===== src/rtl/impulse_counter_pkg.sv =====
// Shared types and helpers for the multi-channel impulse counter.
package impulse_counter_pkg;

    localparam logic [1:0] ST_IDLE  = 2'd0;
    localparam logic [1:0] ST_LOAD  = 2'd1;
    localparam logic [1:0] ST_SHIFT = 2'd2;

    typedef enum logic [1:0] {
        IDLE  = ST_IDLE,
        LOAD  = ST_LOAD,
        SHIFT = ST_SHIFT
    } fsm_state_t;

    // One field per channel: sticky overflow bit followed by the count.
    function automatic int frame_len(input int n_ch, input int cnt_w);
        return n_ch * (cnt_w + 1);
    endfunction

endpackage


===== src/rtl/impulse_counter_array_channel.sv =====
// One impulse channel: synchroniser, rising-edge detect, gated counter and sticky overflow.
module pulse_counter_channel #(
    parameter int CNT_W    = 12,
    parameter bit SATURATE = 1'b1,
    parameter int SYNC_STG = 2
) (
    input  logic             clk,
    input  logic             reset,
    input  logic             clr,
    input  logic             win_end,
    input  logic             in,
    output logic [CNT_W-1:0] cnt,
    output logic             ovf
);

    localparam logic [CNT_W-1:0] CNT_MAX = '1;

    logic [SYNC_STG-1:0] sync_q;
    logic                prev_q;
    logic                edge_det;

    always_ff @(posedge clk or posedge reset) begin
        if (reset) begin
            sync_q <= '0;
            prev_q <= 1'b0;
        end else begin
            sync_q <= {sync_q[SYNC_STG-2:0], in};
            prev_q <= sync_q[SYNC_STG-1];
        end
    end

    assign edge_det = sync_q[SYNC_STG-1] & ~prev_q;

    // An edge landing in the window-end cycle belongs to the new window.
    always_ff @(posedge clk or posedge reset) begin
        if (reset) begin
            cnt <= '0;
            ovf <= 1'b0;
        end else if (clr) begin
            cnt <= '0;
            ovf <= 1'b0;
        end else if (win_end) begin
            cnt <= edge_det ? CNT_W'(1) : '0;
            ovf <= 1'b0;
        end else if (edge_det) begin
            if (cnt == CNT_MAX) begin
                ovf <= 1'b1;
                cnt <= SATURATE ? CNT_MAX : '0;
            end else begin
                cnt <= cnt + CNT_W'(1);
            end
        end
    end

endmodule


===== src/rtl/impulse_counter_array.sv =====
// Multi-channel impulse counter: RTC gate window, snapshot shadow and paced serial frame output.
//
// state | meaning
// IDLE  | no frame in flight; a window end takes a snapshot
// LOAD  | one cycle: shadow copied into the shift register
// SHIFT | frame on ser_out, one bit per ser_en strobe
module impulse_counter_array
    import impulse_counter_pkg::*;
#(
    parameter int N_CH      = 8,
    parameter int CNT_W     = 12,
    parameter int WIN_TICKS = 60,
    parameter bit SATURATE  = 1'b1,
    parameter int SYNC_STG  = 2
) (
    input  logic                               clk,
    input  logic                               reset,
    input  logic [N_CH-1:0]                    ch_in,
    input  logic                               rtc_tick,
    input  logic                               clr,
    input  logic                               ser_en,
    output logic                               ser_out,
    output logic                               ser_frame,
    output logic                               frame_done,
    output logic                               ovf_any,
    output logic                               overrun,
    output logic [$clog2(WIN_TICKS+1)-1:0]     tick_cnt
);

    localparam int TICK_W    = $clog2(WIN_TICKS + 1);
    localparam int FLD_W     = CNT_W + 1;
    localparam int FRAME_LEN = frame_len(N_CH, CNT_W);
    localparam int IDX_W     = $clog2(FRAME_LEN);

    localparam logic [TICK_W-1:0] TICK_LAST = TICK_W'(WIN_TICKS - 1);
    localparam logic [IDX_W-1:0]  IDX_LAST  = IDX_W'(FRAME_LEN - 1);

    logic [SYNC_STG-1:0]  rtc_sync_q;
    logic                 rtc_prev_q;
    logic                 tick_edge;
    logic                 win_end;
    logic                 snap_take;

    logic [CNT_W-1:0]     live_cnt [N_CH];
    logic [N_CH-1:0]      live_ovf;
    logic [FRAME_LEN-1:0] snap_vec;
    logic [FRAME_LEN-1:0] shadow_q;
    logic [FRAME_LEN-1:0] shreg_q;
    logic [IDX_W-1:0]     bit_idx;
    fsm_state_t           state;

    always_ff @(posedge clk or posedge reset) begin
        if (reset) begin
            rtc_sync_q <= '0;
            rtc_prev_q <= 1'b0;
        end else begin
            rtc_sync_q <= {rtc_sync_q[SYNC_STG-2:0], rtc_tick};
            rtc_prev_q <= rtc_sync_q[SYNC_STG-1];
        end
    end

    assign tick_edge = rtc_sync_q[SYNC_STG-1] & ~rtc_prev_q;
    assign win_end   = tick_edge & (tick_cnt == TICK_LAST);

    always_ff @(posedge clk or posedge reset) begin
        if (reset) begin
            tick_cnt <= '0;
        end else if (clr) begin
            tick_cnt <= '0;
        end else if (tick_edge) begin
            tick_cnt <= (tick_cnt == TICK_LAST) ? '0 : tick_cnt + TICK_W'(1);
        end
    end

    for (genvar g = 0; g < N_CH; g++) begin : g_ch
        pulse_counter_channel #(
            .CNT_W    (CNT_W),
            .SATURATE (SATURATE),
            .SYNC_STG (SYNC_STG)
        ) u_ch (
            .clk     (clk),
            .reset   (reset),
            .clr     (clr),
            .win_end (win_end),
            .in      (ch_in[g]),
            .cnt     (live_cnt[g]),
            .ovf     (live_ovf[g])
        );
    end

    assign ovf_any = |live_ovf;

    // Channel 0 occupies the top field so it leaves the shift register first.
    always_comb begin
        snap_vec = '0;
        for (int i = 0; i < N_CH; i++) begin
            snap_vec[FRAME_LEN-1-i*FLD_W -: FLD_W] = {live_ovf[i], live_cnt[i]};
        end
    end

    assign snap_take = win_end & ~clr & (state == IDLE);

    always_ff @(posedge clk or posedge reset) begin
        if (reset) begin
            shadow_q <= '0;
        end else if (snap_take) begin
            shadow_q <= snap_vec;
        end
    end

    always_ff @(posedge clk or posedge reset) begin
        if (reset) begin
            overrun <= 1'b0;
        end else if (clr) begin
            overrun <= 1'b0;
        end else if (win_end && state != IDLE) begin
            overrun <= 1'b1;
        end
    end

    // The shift register drains to zero, so ser_out idles low between frames.
    always_ff @(posedge clk or posedge reset) begin
        if (reset) begin
            state      <= IDLE;
            shreg_q    <= '0;
            bit_idx    <= '0;
            ser_frame  <= 1'b0;
            frame_done <= 1'b0;
        end else begin
            frame_done <= 1'b0;
            case (state)
                IDLE: begin
                    if (snap_take) begin
                        state <= LOAD;
                    end
                end
                LOAD: begin
                    shreg_q   <= shadow_q;
                    bit_idx   <= '0;
                    ser_frame <= 1'b1;
                    state     <= SHIFT;
                end
                SHIFT: begin
                    if (ser_en) begin
                        shreg_q <= {shreg_q[FRAME_LEN-2:0], 1'b0};
                        if (bit_idx == IDX_LAST) begin
                            ser_frame  <= 1'b0;
                            frame_done <= 1'b1;
                            state      <= IDLE;
                        end else begin
                            bit_idx <= bit_idx + IDX_W'(1);
                        end
                    end
                end
                default: state <= IDLE;
            endcase
        end
    end

    assign ser_out = shreg_q[FRAME_LEN-1];

endmodule


===== config.mk =====
export PLATFORM = sky130hd
export DESIGN_NAME = impulse_counter_array
export DESIGN_NICKNAME = d
export VERILOG_FILES = /design/src/rtl/impulse_counter_pkg.sv /design/src/rtl/impulse_counter_array_channel.sv /design/src/rtl/impulse_counter_array.sv
export SDC_FILE = /design/constraint.sdc
export NUM_CORES = 1
export LEC_CHECK = 0
export ABC_AREA = 1
export BUFFER_PORTS_ARGS = -buffer_cell sky130_fd_sc_hd__buf_2
export CORE_ASPECT_RATIO = 0.6
export CORE_MARGIN = 2
export CORE_UTILIZATION = 37
export DETAILED_ROUTE_END_ITERATION = 6
export SLEW_MARGIN = 20
export SYNTH_ARGS = -nofsm -noshare
export SYNTH_HDL_FRONTEND = slang
export SYNTH_HIERARCHICAL = 1
export SYNTH_SLANG_ARGS = --single-unit

===== constraint.sdc =====
create_clock -name clk -period 13.75 [get_ports clk]
set_clock_uncertainty 0.2 [all_clocks]
set_input_delay 1.375 -clock clk [delete_from_list [all_inputs] [get_ports clk]]
set_output_delay 1.375 -clock clk [all_outputs]
set_load 0.05 [all_outputs]

# == Yosys cells after proc, flatten, opt, wreduce, memory -nomap -nowiden ==
# Cells that the tools add are included.
# totals
register_bits,357
out_inout_bits,11
inputBits,13
wordCells,217
# classes
muxes,92
n_bitwise,22
addsub,10
reduce_logical,35
eq_ne,16
# op_table
operator,count
12-bit 2-to-1 mux,32
104-bit case mux with 2 select lines,1
104-bit 2-to-1 mux,1
"12-bit by 1-bit adder with 12-bit output, second input constant",8
"12-bit equality test, second input constant",8
3-bit nonzero test,16
1-bit 2-to-1 mux,47
6-bit 2-to-1 mux,3
2-bit AND reduction,9
7-bit 2-to-1 mux,2
7-bit case mux with 2 select lines,1
1-bit bitwise AND,12
1-bit inverter,10
3-bit AND reduction,3
"2-bit != test, second input constant",4
2-bit nonzero test,4
8-bit OR reduction,1
"7-bit by 1-bit adder with 7-bit output, second input constant",1
"7-bit equality test, second input constant",1
"6-bit by 1-bit adder with 6-bit output, second input constant",1
"6-bit equality test, second input constant",1
2-bit 2-to-1 mux,3
2-bit case mux with 3 select lines,1
"2-bit by 1-bit equality test with 1-bit output, second input constant",1
4 further kinds,4

# == Logic depth before layout (Yosys ltp) ==
# Gate-level depths: netlist of run 1.
# logic_depth
depth_word,7
mapped_depth,10

# == Hierarchy ==
# The synthesis of run 1 kept the hierarchy.
# modules_own_cells
module,seq_area_each_um2,area_per_inst_um2,cells_per_inst,instances
impulse_counter_array,5730.5,9889.5,1141,1
pulse_counter_channel at g_ch[0].u_ch ...,400.4,1003.5,128,7
pulse_counter_channel at g_ch[7].u_ch,400.4,943.4,128,1

# == Worst setup path after synthesis of run 1 ==
# No wires, ideal clock.
# synth_timing
kind,register -> register
from,register tick_cnt[0]
to,register g_ch[0].u_ch.cnt[2]
stages_incl_launch_ff,11
required_time_ns,13.420
arrival_ns,2.379
setup_time_ns,0.130
path_slack_ns,11.041
path_cell_list,dfrtp_1 > ha_1 > nand3_1 > nor2_2 > nand2_1 > inv_1 > nor2_4 > nand2_1 > clkinv_1 > nand2_1 > o211ai_2
# synth_between
elab_chain_len,4
word_cells_on_any_way,5
# synth_lines
item,line_no,source
"start, declared",impulse_counter_array.sv:27,output logic [$clog2(WIN_TICKS+1)-1:0] tick_cnt
"start signal, assigned",impulse_counter_array.sv:71,tick_cnt <= (tick_cnt == TICK_LAST) ? '0 : tick_cnt + TICK_W'(1);
6-bit equality test (*),impulse_counter_array.sv:63,assign win_end = tick_edge & (tick_cnt == TICK_LAST);
1-bit bitwise AND (*),impulse_counter_array.sv:63,
net win_end,impulse_counter_array.sv:41,logic win_end;
12-bit 2-to-1 mux,impulse_counter_array_channel.sv:42,end else if (win_end) begin
12-bit 2-to-1 mux,impulse_counter_array_channel.sv:39,end else if (clr) begin
"end signal, assigned",impulse_counter_array_channel.sv:43,cnt <= edge_det ? CNT_W'(1) : '0;
"end signal, assigned",impulse_counter_array_channel.sv:48,cnt <= SATURATE ? CNT_MAX : '0;
"end signal, assigned",impulse_counter_array_channel.sv:50,cnt <= cnt + CNT_W'(1);
"end, declared",impulse_counter_array_channel.sv:12,"output logic [CNT_W-1:0] cnt,"
# Mark *: on every way through the listed nets, which the timed path passes. The rest lies on a longest branch.
# A chain may end at the register's enable or synchronous reset.

# == Worst setup path in the final report of run 1 ==
# layout_timing
from,register g_ch[1].u_ch.ovf
to,output ovf_any
# layout_between
elab_chain_len,1
# layout_lines
item,line_no,source
"start, declared",impulse_counter_array_channel.sv:13,output logic ovf
"start signal, assigned",impulse_counter_array_channel.sv:38,ovf <= 1'b0;
"start signal, assigned",impulse_counter_array_channel.sv:41,ovf <= 1'b0;
"start signal, assigned",impulse_counter_array_channel.sv:44,ovf <= 1'b0;
8-bit OR reduction,impulse_counter_array.sv:91,assign ovf_any = |live_ovf;
"end, declared",impulse_counter_array.sv:25,"output logic ovf_any,"
# No other way between the ends.

==> results of run 1 <==
synthesized netlist by cell type (2+ instances only):
cell                         n
sky130_fd_sc_hd__nand2_2    31
sky130_fd_sc_hd__inv_2       9
sky130_fd_sc_hd__xnor2_1     8
sky130_fd_sc_hd__nor2_4     26
sky130_fd_sc_hd__o21ai_1    21
sky130_fd_sc_hd__nand4_4     7
sky130_fd_sc_hd__buf_4      10
sky130_fd_sc_hd__o211ai_1  101
sky130_fd_sc_hd__nor2_8     21
sky130_fd_sc_hd__nand3_1    95
sky130_fd_sc_hd__nand4_1    24
sky130_fd_sc_hd__nor2_1    137
sky130_fd_sc_hd__nand3b_1    7
sky130_fd_sc_hd__buf_2      31
sky130_fd_sc_hd__a21oi_1    29
sky130_fd_sc_hd__dfrtp_1   357
sky130_fd_sc_hd__o22ai_1     9
sky130_fd_sc_hd__nand3_2    16
sky130_fd_sc_hd__o211ai_2    8
sky130_fd_sc_hd__ha_1       10
sky130_fd_sc_hd__xor2_1      4
sky130_fd_sc_hd__clkinv_1    7
sky130_fd_sc_hd__nand2_1   804
sky130_fd_sc_hd__buf_6       7
sky130_fd_sc_hd__clkbuf_1   20
sky130_fd_sc_hd__inv_1     214
sky130_fd_sc_hd__o21ai_0   113
sky130_fd_sc_hd__nor2_2     23
sky130_fd_sc_hd__nor4_1      2
sky130_fd_sc_hd__nand2_4     9
metal layers:
metal / global-route usage (%) / vias up
li1: - / 6910
met1: 26.6 / 6491
met2: 22.5 / 269
met3: 2.78 / 41
met4: 3.13 / 0
met5: 0 / -
flip-flops by register name (all words and copies together) (netlist names):
| signal | flops |
|---|---|
| shreg_q | 104 |
| state | 2 |
| g_ch.u_ch/prev_q | 8 |
| bit_idx | 7 |
| shadow_q | 104 |
| g_ch.u_ch/sync_q | 16 |
| g_ch.u_ch/ovf | 8 |
| g_ch.u_ch/cnt | 96 |
| rtc_prev_q | 1 |
| ser_frame | 1 |
| tick_cnt | 6 |
| overrun | 1 |
| frame_done | 1 |
| rtc_sync_q | 2 |
kinds of logic after synthesis:
| group | after synthesis |
|---|---|
| simple gates | 1204 |
| fa+ha+maj | 10 |
| compound gates | 283 |
| flops | 357 |
| xor+xnor | 12 |
| buf+inv | 299 |
power by group through the flow:
stage	combinational, mW	sequential, mW	clock [mW]
2_1_floorplan	0.0744	1.10	0
3_3_place_gp	0.0995	1.10	0
3_5_place_dp	0.103	1.10	0
4_1_cts	0.103	1.08	1.08
5_1_grt	0.116	1.09	1.13
6_report	0.101	1.08	1.05
cell type report:
cell class	count	share of cell area (%)
sequential	357	45.3
multi-input combinational	1509	38.9
clock buffer	46	5.32
inverter	230	4.47
tap	640	4.06
clock inverter	14	1.03
timing repair buffer	31	0.925
path summary, 6_finish.rpt:
| path | startpoint | to | slack (ns) | cells after the start |
|---|---|---|---|---|
| worst min-delay path | g_ch[4].u_ch/sync_q[0] | g_ch[4].u_ch/sync_q[1] | 0.15 | 0 |
| worst min register to register | g_ch[4].u_ch/sync_q[0] | g_ch[4].u_ch/sync_q[1] | 0.15 | 0 |
| max in group asynchronous | reset | shadow_q[59] | 11.16 | 3 |
| min in group asynchronous | reset | g_ch[1].u_ch/cnt[9] | 0.97 | 2 |
| worst max-delay path | g_ch[1].u_ch/ovf | ovf_any | 9.98 | 3 |
| worst max register to register | state[0] | shreg_q[90] | 10.61 | 7 |
stage by stage:
| stage | util, % | cells | hold WS (ns) | cell area (sq um) | power, mW |
|---|---|---|---|---|---|
| global placement | 38.7 | 2767 | 0.132 | 18500 | 1.20 |
| finish | 41.4 | 2827 | 0.150 | 19700 | 2.24 |
| detailed placement | 38.7 | 2767 | 0.136 | 18500 | 1.21 |
| floorplan | - | 2165 | 0.131 | 17900 | 1.18 |
| CTS | 41.4 | 2827 | 0.154 | 19700 | 2.27 |
| global route | 41.4 | 2827 | 0.156 | 19700 | 2.33 |
worst register-to-register path, stage by stage (launching register included):
cell and delay [ns]:
sky130_fd_sc_hd__dfrtp_1 0.39, sky130_fd_sc_hd__inv_2 0.06, sky130_fd_sc_hd__nand2_2 0.15, sky130_fd_sc_hd__o21ai_4 0.27, sky130_fd_sc_hd__buf_4 0.76, sky130_fd_sc_hd__buf_4 0.84
sky130_fd_sc_hd__o211ai_1 0.23, sky130_fd_sc_hd__o21ai_0 0.14
==> impl.org, run 1 <==
** Layout
- Count of inserted antenna diode cells :: 0
- The multi-input combinational cells in the finished layout cover a total of 7690 sq um.
- Final-stage net count :: 2186
- The post-route netlist has 11.2% of its cells at a drive strength greater than 1.
- # fillers :: 4752
- Layout Area Growth over Synthesis :: 10.5%
- Leading cell type in the layout, fill and taps excluded :: sky130_fd_sc_hd__nand2_1
- Most frequent cells in the layout :: sky130_fd_sc_hd__nand2_1 (804), sky130_fd_sc_hd__dfrtp_1 (357), sky130_fd_sc_hd__inv_1 (212)
- Storage element area :: 8930 sq um

** Power
- Sequential group share of total power :: 48.5%
- Across the VDD grid, the largest voltage drop is 82.5 uV.
- The analysis attributes to cell leakage a power of 10.5 nW.
- Part of the power in combinational logic :: 4.5%
- For this design the ratio of total power to cell area is 113 nW/um^2.
- Clk network pwr share :: 47.0%
- Switching pwr :: 514 uW
- Switching Share :: 23.0%
- Internal power comes to 1.72 mW.

** Logic synthesis
- Ranked by total cell area, the synthesized netlist is headed by sky130_fd_sc_hd__dfrtp_1 (50%), sky130_fd_sc_hd__nand2_1 (17%), sky130_fd_sc_hd__inv_1 (4.5%).
- The synthesized netlist occupies a cell area of 17900 sq um.
- Average cell area after synthesis :: 8.25 sq um
- Summing the sequential cell areas from Yosys gives 50.0% of the chip area.
- Summing the areas of all compound-gate instances in the mapped netlist gives 9.77% of the synthesized area.
- By area, the combinational part of the netlist is dominated by simple AND/OR/NAND/NOR gates.
- Number of unique standard cell types used by synthesis :: 35
- Summing the areas of all xor and xnor instances in the mapped netlist gives 0.589% of the synthesized area.
- The synthesized netlist devotes 0.701% of its cell area to adder and majority cells.
- Commonest register cell after synthesis :: sky130_fd_sc_hd__dfrtp_1
- Post-synthesis net count :: 2188
- Most area-hungry cell type in the Yosys netlist :: sky130_fd_sc_hd__dfrtp_1
- Post-synthesis mux area share :: 0%
- The share of synthesized area in the top cell type comes to 50.0%.
- Counting flops and latches in the post-synthesis netlist gives 357.
- The synthesized netlist devotes 31.9% of its cell area to simple gates.
- Cell count after synthesis :: 2165
- Proportion of register bits with asynchronous set or reset after synthesis :: 100%
- Count of warnings emitted by yosys :: 6
- EDFF count, synth :: 0

** Worst setup path
- Startpoint type of the worst setup path :: flop
- Counting both buffers and inverters, the worst setup path holds a total of 1.
- Along the worst path, the maximum fanout reaches 3.
- Arrival @ worst endpoint :: 2.20 ns
- Worst-path cell with the longest stage delay :: sky130_fd_sc_hd__nor4_1
- Traced cell by cell, the critical path runs through nor4_1 > nand2_1 > buf_2.
- The worst setup path is captured at an output pin.
- Longest individual stage delay on the worst path :: 0.69 ns
- The setup path with the least slack is of type flop to output pin.
- Category of cells accounting for the largest share of critical-path delay :: simple AND/OR/NAND/NOR gates
- Endpoint required time on the critical path :: 12.18 ns

** Clock tree
- At the later pin of the worst-skew pair, clock insertion delay measures 0.53 ns.
- The tree is rooted in a sky130_fd_sc_hd__clkbuf_16.
- Number of gates given a new drive strength after cts :: 0
- Total CTS buffers :: 34
- CTS Hold Bufs :: 0
- After clock tree synthesis, the clock-pin slew on the worst setup and hold paths is 0.06 ns.
- The clock drives 357 sinks.
- Post-CTS setup repair buffer count :: 0
- TritonCTS built the clock tree.
- The clock tree synthesis step divided the H-tree into 2 levels.
- Max clock buf depth :: 3

** STA
- For the final routed database, the setup TNS stands at 0 ns.
- Once routing completed, OpenROAD measured the worst setup slack at 9.98 ns.
- The hold violation total from the final report came to 0.
- The count of pins over their slew limit is 0.
- Unrepaired setup endpoints after global routing :: no
- Number of setup violations in the final report :: 0
- Maximum frequency from static timing analysis :: 0.265 GHz
- Measured against its own limit, the worst slew margin works out to 36.1%.
- Subtracting the final worst setup slack from the clock period gives 3.77 ns.
- Final worst path period share :: 27.4%
- For the pin with the worst max-slew slack, the measured transition is 0.959 ns.

** Global route
- In the global route stage, overall resource usage came out at 16.4%.
- The via count of the first global-routing pass came to 13300.
- The first global-routing pass estimated 68400 microns of wire.
- Largest net degree at the start of global routing :: 151
- The initial antenna violation count is 0.
- After global routing the overflow that remains totals 0.

** Drt
- Drt initial violations :: 1120
- The final route contains 13700 vias.
- Drt wl/cell :: 13.9 microns
- Aggregate routed wire length :: 39300 microns
- For this run, design rule violations remaining after detail routing come to 0.
- Summed over all nets, wire length on met2 after detailed routing comes to 15600 microns.
- The routed design uses 2060 microns of met3 wire.
- For this run, the detailed router's first-pass iteration total came to 5.
- Max layer used :: met4
- Length of routed wiring on met1 :: 21200 microns
- Antenna Violating Nets Remaining :: 0
- After detailed routing, the number of vias per cell comes to 4.85.

** Place
- Routability-driven placement finished with a final weighted congestion of 0.875.
- OpenSTA, run right after detailed placement, puts the worst setup slack at 9.73 ns.
- Final HPWL DP :: 25400 microns
- Quantity of I/O buffers inserted on ports :: 23

** Flow run
- Max-cap violations in this run came to 0.

** Floorplanning
- During I/O placement, the number of pins put on the boundary was 24.
- Area of the die :: 50100 sq um
- Core Box Area :: 47700 sq um
- Die W :: 288 microns
- # rows :: 62
- Starting density of the core :: 37.4%
- Die height :: 174 microns

** Run status
- Result of the run :: completed

** Hold path
- Path type of the worst min-delay path :: flop to flop
(Power assumes the default switching activity.)
==> run 2: changes to the inputs <==
==> constraint.sdc (replaced) <==
create_clock -name clk -period 3.96 [get_ports clk]
set_clock_uncertainty 0.2 [all_clocks]
set_input_delay 0.396 -clock clk [delete_from_list [all_inputs] [get_ports clk]]
set_output_delay 0.396 -clock clk [all_outputs]
set_load 0.05 [all_outputs]
==> run 2 against run 1 <==
Sequential power grew to 3.5 times the previous value. Critical path depth did not move. Clock power increased to 3.3 times the previous value. Worst hold slack got worse by 0.070 ns. First-iteration DRC count increased by 2.1%. Cell count increased by 0.67%. Setup slack worse by 8.7 ns. Core utilization is 0.32 points higher. Non-clock buffer count grew 19. Sequential cell count stayed put. Power grew to 3.4 times the previous value.
==> impl.org, run 2 (same netlist as run 1, synthesis figures left out) <==
** Clock tree
- Reg clk slew, reported paths :: 0.06 ns (about the same)
- The number of buffers added by the clock tree synthesis step was 36 (+5.9%).
- The number of H-tree branching levels came to 2 (unchanged).
- The number of post-CTS setup repair buffers is 0 (unchanged).
- Clock tree from TritonCTS :: built
- The clock latency reported for the late side of the worst-skew pair is 0.54 ns (about the same).
- Number of gates given a new drive strength after cts :: 0 (unchanged)
- The maximum root-to-sink buffer count is 3 (unchanged).
- CTS Root Cell :: sky130_fd_sc_hd__clkbuf_16
- Count of clock tree sinks :: 357 (unchanged)

** Hold path
- The min-delay analysis places its worst path in the category input pin to flop.

** STA
- Number of setup violations in the final report :: 0 (unchanged)
- Final worst path period share :: 67.3%
- The final worst hold slack came to 0.0793 ns (-0.0704 ns).
- Number of slew-limit violations in the final report :: 0 (unchanged)
- Unrepaired setup endpoints after global routing :: no
- Final Hold Fails :: 0 (unchanged)
- The slew at the pin closest to its max-slew limit is 0.944 ns (-0.0150 ns).
- Total negative slack for setup checks :: 0 ns (unchanged)
- The remaining max-slew budget at the tightest pin was 37.0% (+0.87 points).
- Period minus WS final :: 2.66 ns
- Maximum frequency from static timing analysis :: 0.375 GHz

** Worst setup path
- Cells along the critical path :: nor4_1 > nand2_1 > buf_2
- Buffer and inverter count on the worst path :: 1 (unchanged)
- The register-to-register setup slack is 1.36 ns (-9.25 ns).
- The largest incremental delay on the critical path was 0.63 ns (-0.06 ns).
- The biggest fanout along the worst timing path is 3 (unchanged).
- Arrival @ worst endpoint :: 2.07 ns (-0.13 ns)
- Broken down by cell family, the worst path's largest delay share belongs to simple AND/OR/NAND/NOR gates.
- The required arrival time at the worst endpoint came to 3.36 ns (-8.82 ns).
- STA classifies the critical path endpoint as an output pin.
- By startpoint and endpoint, the worst setup path is classified as flop to output pin.
- Worst-path cell with the longest stage delay :: sky130_fd_sc_hd__nor4_1
- Startpoint type of the worst setup path :: flop

** Floorplanning
- IO Pins :: 24 (unchanged)
- The starting utilization of the core area was 37.4% (unchanged).
- The placeable core area is 47700 sq um (unchanged).
- Die height :: 174 microns (unchanged)
- # rows :: 62 (unchanged)
- The floorplan die area came to 50100 sq um (unchanged).
- Die W :: 288 microns (unchanged)

** Drt
- The aggregate routed wire length is 40900 microns (+4.1%).
- Router iterations before antenna repair :: 5 (unchanged)
- The detailed router used layers up to and including met4.
- The met3 wirelength from detailed routing came to 2140 microns (+4.1%).
- The violation count after the first detailed-route iteration came to 1143 (+2.1%).
- Antenna Violating Nets Remaining :: 0 (unchanged)
- The post-route met1 wirelength came to 21800 microns (+2.9%).
- The wire length per cell was 14.4 microns (+3.4%).
- The number of vias per cell after detailed routing was 4.88 (+0.53%).
- Number of DRC violations after detailed routing :: 0 (unchanged)
- Met2 layer wire length in the routed design :: 16400 microns (+5.3%)
- Total number of vias :: 13900 (+1.2%)

** Power
- The total power per unit cell area came to 382 nW/um^2 (+240%).
- Sequential group share of total power :: 49.6% (+1.1 points)
- The maximum vdd ir drop was 228 uV (+180%).
- Internal power component :: 5.82 mW (+240%)
- The portion of total power attributed to combinational logic came to 4.8% (+0.3 points).
- Switching pwr :: 1.78 mW (+250%)
- The share of power burned in the clock network came to 45.6% (-1.4 points).
- The switching part of the total came to 23.4% (+0.38 points).
- The leakage dissipation was 10.6 nW (+0.64%).

** Layout
- Area of the multi-input gates :: 7690 sq um (unchanged)
- Share of final-layout standard cells stronger than drive strength 1 :: 11.1% (-0.051 points)
- The number of cells in the finished layout apart from fillers came to 2846 (+0.67%).
- Compared with the post-synthesis result, the final layout area differs by 11.4%.
- Most frequent cells in the layout :: sky130_fd_sc_hd__nand2_1 (804), sky130_fd_sc_hd__dfrtp_1 (357), sky130_fd_sc_hd__inv_1 (212)
- Leading cell type in the layout, fill and taps excluded :: sky130_fd_sc_hd__nand2_1
- The largest registers in the layout are shadow_q: 104 flops, shreg_q: 104 flops, g_ch.u_ch/cnt: 96 flops.
- Storage element area :: 8930 sq um (unchanged)
- Count of inserted antenna diode cells :: 0 (unchanged)
- # fillers :: 4669 (-1.7%)
- The final layout net count came to 2207 (+0.96%).

** Global route
- Remaining global-route overflow :: 0 (unchanged)
- The wire length of the first global-routing pass was 70100 microns (+2.6%).
- The via count of the first global-routing pass was 13400 (+0.85%).
- Antenna violations before repair :: 1 (+1)
- Largest net degree at the start of global routing :: 154 (+2.0%)
- Tot GR Track Use :: 16.9% (+0.53 points)

** Place
- The weighted congestion reported at the end of routability-driven placement was 0.877 (+0.23%).
- Post-Place Cells :: 2776 (+0.33%)
- Quantity of I/O buffers inserted on ports :: 23 (unchanged)
- The detailed placement HPWL is 27600 microns (+8.5%).

** Run status
- Result of the run :: completed

** Flow run
- The reported max-cap violation count is 0 (unchanged).
-- run 2: final cells by class --
type | count | share of cell area, %
Inverter | 230 | 4.39
Sequential cell | 357 | 44.9
Tap cell | 640 | 4.03
Timing Repair Buffer | 50 | 2.10
Clock inverter | 7 | 0.503
Clock buffer | 53 | 5.42
Multi-Input combinational cell | 1509 | 38.6
-- run 2: power groups by stage --
stage          Sequential (mW)  Clock [mW]  Combinational [mW]
6_report                  3.77        3.47               0.364
5_1_grt                   3.77        3.73               0.420
4_1_cts                   3.76        3.58               0.372
3_5_place_dp              3.83           0               0.362
3_3_place_gp              3.83           0               0.357
2_1_floorplan             3.83           0               0.259
-- run 2: final timing paths --
kind | startpoint | endpoint | cells past startpoint
setup / recovery | g_ch[7].u_ch/ovf | ovf_any | 3
hold / removal | ser_en | bit_idx[0] | 3
setup reg to reg | tick_cnt[0] | g_ch[6].u_ch/cnt[2] | 11
hold reg to reg | g_ch[7].u_ch/sync_q[0] | g_ch[7].u_ch/sync_q[1] | 0
max in group asynchronous | reset | shadow_q[93] | 4
min in group asynchronous | reset | g_ch[3].u_ch/ovf | 3
-- run 2: timing repair --
| item | 4_1_cts | 5_1_grt |
|---|---|---|
| endpoints found under the setup margin | 0 | 0 |
| hold buffers | 10 | 0 |
| hold endpoints to repair | 47 | 0 |
-- run 2: through the flow --
stage	worst slack (ns)	util (%)	power [mW]	area, sq um
final	1.30	41.7	7.60	19900
after floorplan	0.370	-	4.08	17900
after CTS	1.25	41.7	7.72	19900
after global routing	1.16	41.7	7.92	19900
after detailed placement	1.38	39.0	4.19	18600
after global placement	1.46	39.0	4.19	18600
-- run 2: routing by layer --
layer / up-vias / GRT usage, %
li1: 6961 / -
met1: 6568 / 27.4
met2: 299 / 23.2
met3: 48 / 2.80
met4: 0 / 3.65
met5: - / 0
-- run 2: tightest hold or removal path, cell delays in order --
cell,delay (ns)
sky130_fd_sc_hd__buf_2,0.13
sky130_fd_sc_hd__nand3_1,0.15
sky130_fd_sc_hd__o21ai_0,0.09
==> run 3: changes to the inputs <==
==> constraint.sdc (replaced) <==
create_clock -name clk -period 2.2 [get_ports clk]
set_clock_uncertainty 0.2 [all_clocks]
set_input_delay 0.22 -clock clk [delete_from_list [all_inputs] [get_ports clk]]
set_output_delay 0.22 -clock clk [all_outputs]
set_load 0.05 [all_outputs]
==> run 3 against run 2 <==
Clock power is 72% higher. Die area stayed put. Sequential share of layout area is 1.5 points lower. Cell count is 2.2% higher. First-iteration DRC count is 3.5% higher. Critical path depth is 1 higher. Register-to-register slack worse by 1.3 ns. Critical path type unchanged. Critical endpoint unchanged. Largest power group unchanged. Highest routed layer unchanged.
==> impl.org, run 3 (same netlist as run 1, synthesis figures left out) <==
** Run status
- The run finished with clean final reports.

** Layout
- The area growth from synthesis to layout is 15.2%.
- Final-stage net count :: 2266 (+2.7%)
- The final-layout fill cell count came to 4756 (+1.9%).
- Leaving out fill and tap cells, the most frequent cells in the layout are sky130_fd_sc_hd__nand2_1 (791), sky130_fd_sc_hd__dfrtp_1 (356), sky130_fd_sc_hd__inv_1 (209).
- The number of cells in the finished layout apart from fillers came to 2909 (+2.2%).
- Top Registers :: shadow_q: 104 flops, shreg_q: 104 flops, g_ch.u_ch/cnt: 96 flops
- Leaving out fill and tap cells, the most frequent cell in the layout is sky130_fd_sc_hd__nand2_1.
- The antenna cell count is 0 (unchanged).
- Share of final-layout standard cells stronger than drive strength 1 :: 14.7% (+3.6 points)

** STA
- Worst relative slew slack :: 54.7% (+18 points)
- Post-Route Hold Slack :: 0.133 ns (+0.0533 ns)
- Total negative slack for setup checks :: 0 ns (unchanged)
- Number of slew-limit violations in the final report :: 0 (unchanged)
- Setup repair after global routing could not meet its margin everywhere.
- Derived from the worst setup path, the maximum achievable clock frequency is 0.458 GHz.
- The hold violation total from the final report is 0 (unchanged).
- Of the available clock period, the critical path in the final layout requires 99.2%.
- The slew at the pin closest to its max-slew limit is 0.679 ns (-0.265 ns).
- The final setup violation count came to 0 (unchanged).
- Period minus WS final :: 2.18 ns

** Global route
- Largest net degree at the start of global routing :: 104 (-32%)
- Vias in the first global route :: 13500 (+1.1%)
- The wire length of the first global-routing pass was 69700 microns (-0.65%).
- The sum of overflow across all layers after global routing is 0 (unchanged).
- The initial antenna violation count is 0 (-1).
- Tot GR Track Use :: 16.8% (-0.16 points)

** Floorplanning
- The die span in x is 288 microns (unchanged).
- Die height :: 174 microns (unchanged)
- The number of placed I/O pins was 24 (unchanged).
- The placeable core area came to 47700 sq um (unchanged).
- Area of the die :: 50100 sq um (unchanged)
- # rows :: 62 (unchanged)
- Starting density of the core :: 37.4% (unchanged)

** Power
- The leakage dissipation came to 10.9 nW (+3.3%).
- Maximum ir drop on the vdd rail :: 612 uV (+170%)
- The total power per unit cell area is 655 nW/um^2 (+71%).
- Post-layout power :: 13.5 mW (+77%)

** Worst setup path
- The required arrival time at the worst endpoint was 1.78 ns (-1.58 ns).
- Critical path class :: flop to output pin
- The biggest fanout along the worst timing path came to 3 (unchanged).
- Startpoint type of the worst setup path :: flop
- STA classifies the critical path endpoint as an output pin.
- Arrival @ worst endpoint :: 1.76 ns (-0.31 ns)

** Clock tree
- Reg clk slew, reported paths :: 0.06 ns (about the same)
- Clock tree from TritonCTS :: built
- Count of clock tree sinks :: 357 (unchanged)
- Clock network latency to the later pin of the worst-skew pair :: 0.52 ns (-0.02 ns)
- The maximum root-to-sink buffer count is 3 (unchanged).
- The number of buffers added by the clock tree synthesis step was 36 (unchanged).
- Clock tree synthesis selected as its root buffer the cell sky130_fd_sc_hd__clkbuf_16.
- The number of H-tree branching levels came to 2 (unchanged).

** Place
- Quantity of I/O buffers inserted on ports :: 23 (unchanged)
- The weighted congestion reported at the end of routability-driven placement came to 0.875 (-0.16%).
- Final HPWL DP :: 28200 microns (+2.2%)
- The cell count after placement was 2810 (+1.2%).

** Flow run
- Max-cap check violation count :: 0 (unchanged)

** Drt
- Total number of vias :: 14200 (+2.5%)
- Router iterations before antenna repair :: 7 (+2)
- Antenna Violating Nets Remaining :: 0 (unchanged)
- Drt initial violations :: 1183 (+3.5%)
- The number of vias per cell after detailed routing is 4.89 (+0.23%).
- Aggregate routed wire length :: 41000 microns (+0.23%)
- The wire length per cell was 14.1 microns (-1.9%).
- The post-detailed-route DRC marker count is 0 (unchanged).

** Hold path
- Path type of the worst min-delay path :: input pin to flop
==> run 3: changes by cell type in the layout (fill, tap and decap cells not counted), sizes merged <==
cell | previous run | this run
buf | 40 | 97
bufinv | 2 | 0
clkbuf | 53 | 57
clkinv | 12 | 13
clkinvlp | 1 | 2
dlygate4sd3 | 10 | 11
inv | 222 | 223
==> run 3: layout make-up <==
cell class                 instances  area, sq um  area share (%)
clock buffer                      56         1080            5.24
clock inverter                     8         55.1           0.268
inverter                         230          883            4.29
multi-input combinational       1509         7780            37.8
sequential                       357         8930            43.4
tap                              640          801            3.89
timing repair buffer             109         1030            5.02
==> run 3: critical path: stages (launching register included) <==
cell and delay [ns]:
sky130_fd_sc_hd__dfrtp_2 0.50, sky130_fd_sc_hd__nor4_4 0.32, sky130_fd_sc_hd__buf_4 0.19, sky130_fd_sc_hd__nand2_4 0.06, sky130_fd_sc_hd__buf_8 0.17
==> run 3: worst paths after layout <==
path / start / end / slack [ns] / cells past startpoint
worst min-delay path: ch_in[7] / g_ch[7].u_ch/sync_q[0] / 0.13 / 2
worst max register to register: tick_cnt[1] / g_ch[2].u_ch/cnt[2] / 0.03 / 11
worst min register to register: g_ch[6].u_ch/sync_q[0] / g_ch[6].u_ch/sync_q[1] / 0.15 / 0
worst max-delay path: g_ch[1].u_ch/ovf / ovf_any / 0.02 / 4
min in group asynchronous: reset / shadow_q[43] / 0.26 / 3
max in group asynchronous: reset / shreg_q[80] / 0.84 / 4
==> run 3: where the power goes <==
| part | leakage [nW] | internal [mW] | switching [mW] | total [mW] |
|---|---|---|---|---|
| Sequential | 4.89 | 6.68 | 0.0958 | 6.77 |
| Combinational | 5.45 | 0.229 | 0.500 | 0.729 |
| Clock | 0.560 | 3.39 | 2.58 | 5.96 |
| Total | 10.9 | 10.3 | 3.17 | 13.5 |
==> run 3: what timing repair did <==
item / 4_1_cts / 5_1_grt
hold buffers: 11 / 0
gates cloned: 0 / 1
pin swaps: 4 / 28
hold endpoints to repair: 152 / 0
resized for setup: 9 / 29
setup endpoints to repair: 65 / 98
buffers inserted: 4 / 19
==> run 3: stage by stage <==
stage | worst slack (ns) | util [%] | instance area [sq um]
floorplan | -1.21 | - | 17900
global placement | 0.0202 | 39.8 | 19000
detailed placement | -0.0706 | 39.8 | 19000
CTS | -0.00369 | 42.6 | 20300
global route | -0.0634 | 43.1 | 20600
finish | 0.0166 | 43.1 | 20600
==> run 3: routing by layer <==
metal	global-route usage [%]	wire (microns)	vias to the layer above
li1	-	-	7092
met1	27.2	21700	6806
met2	23.1	16900	281
met3	2.73	1950	37
met4	3.06	450	0
met5	0	0	-
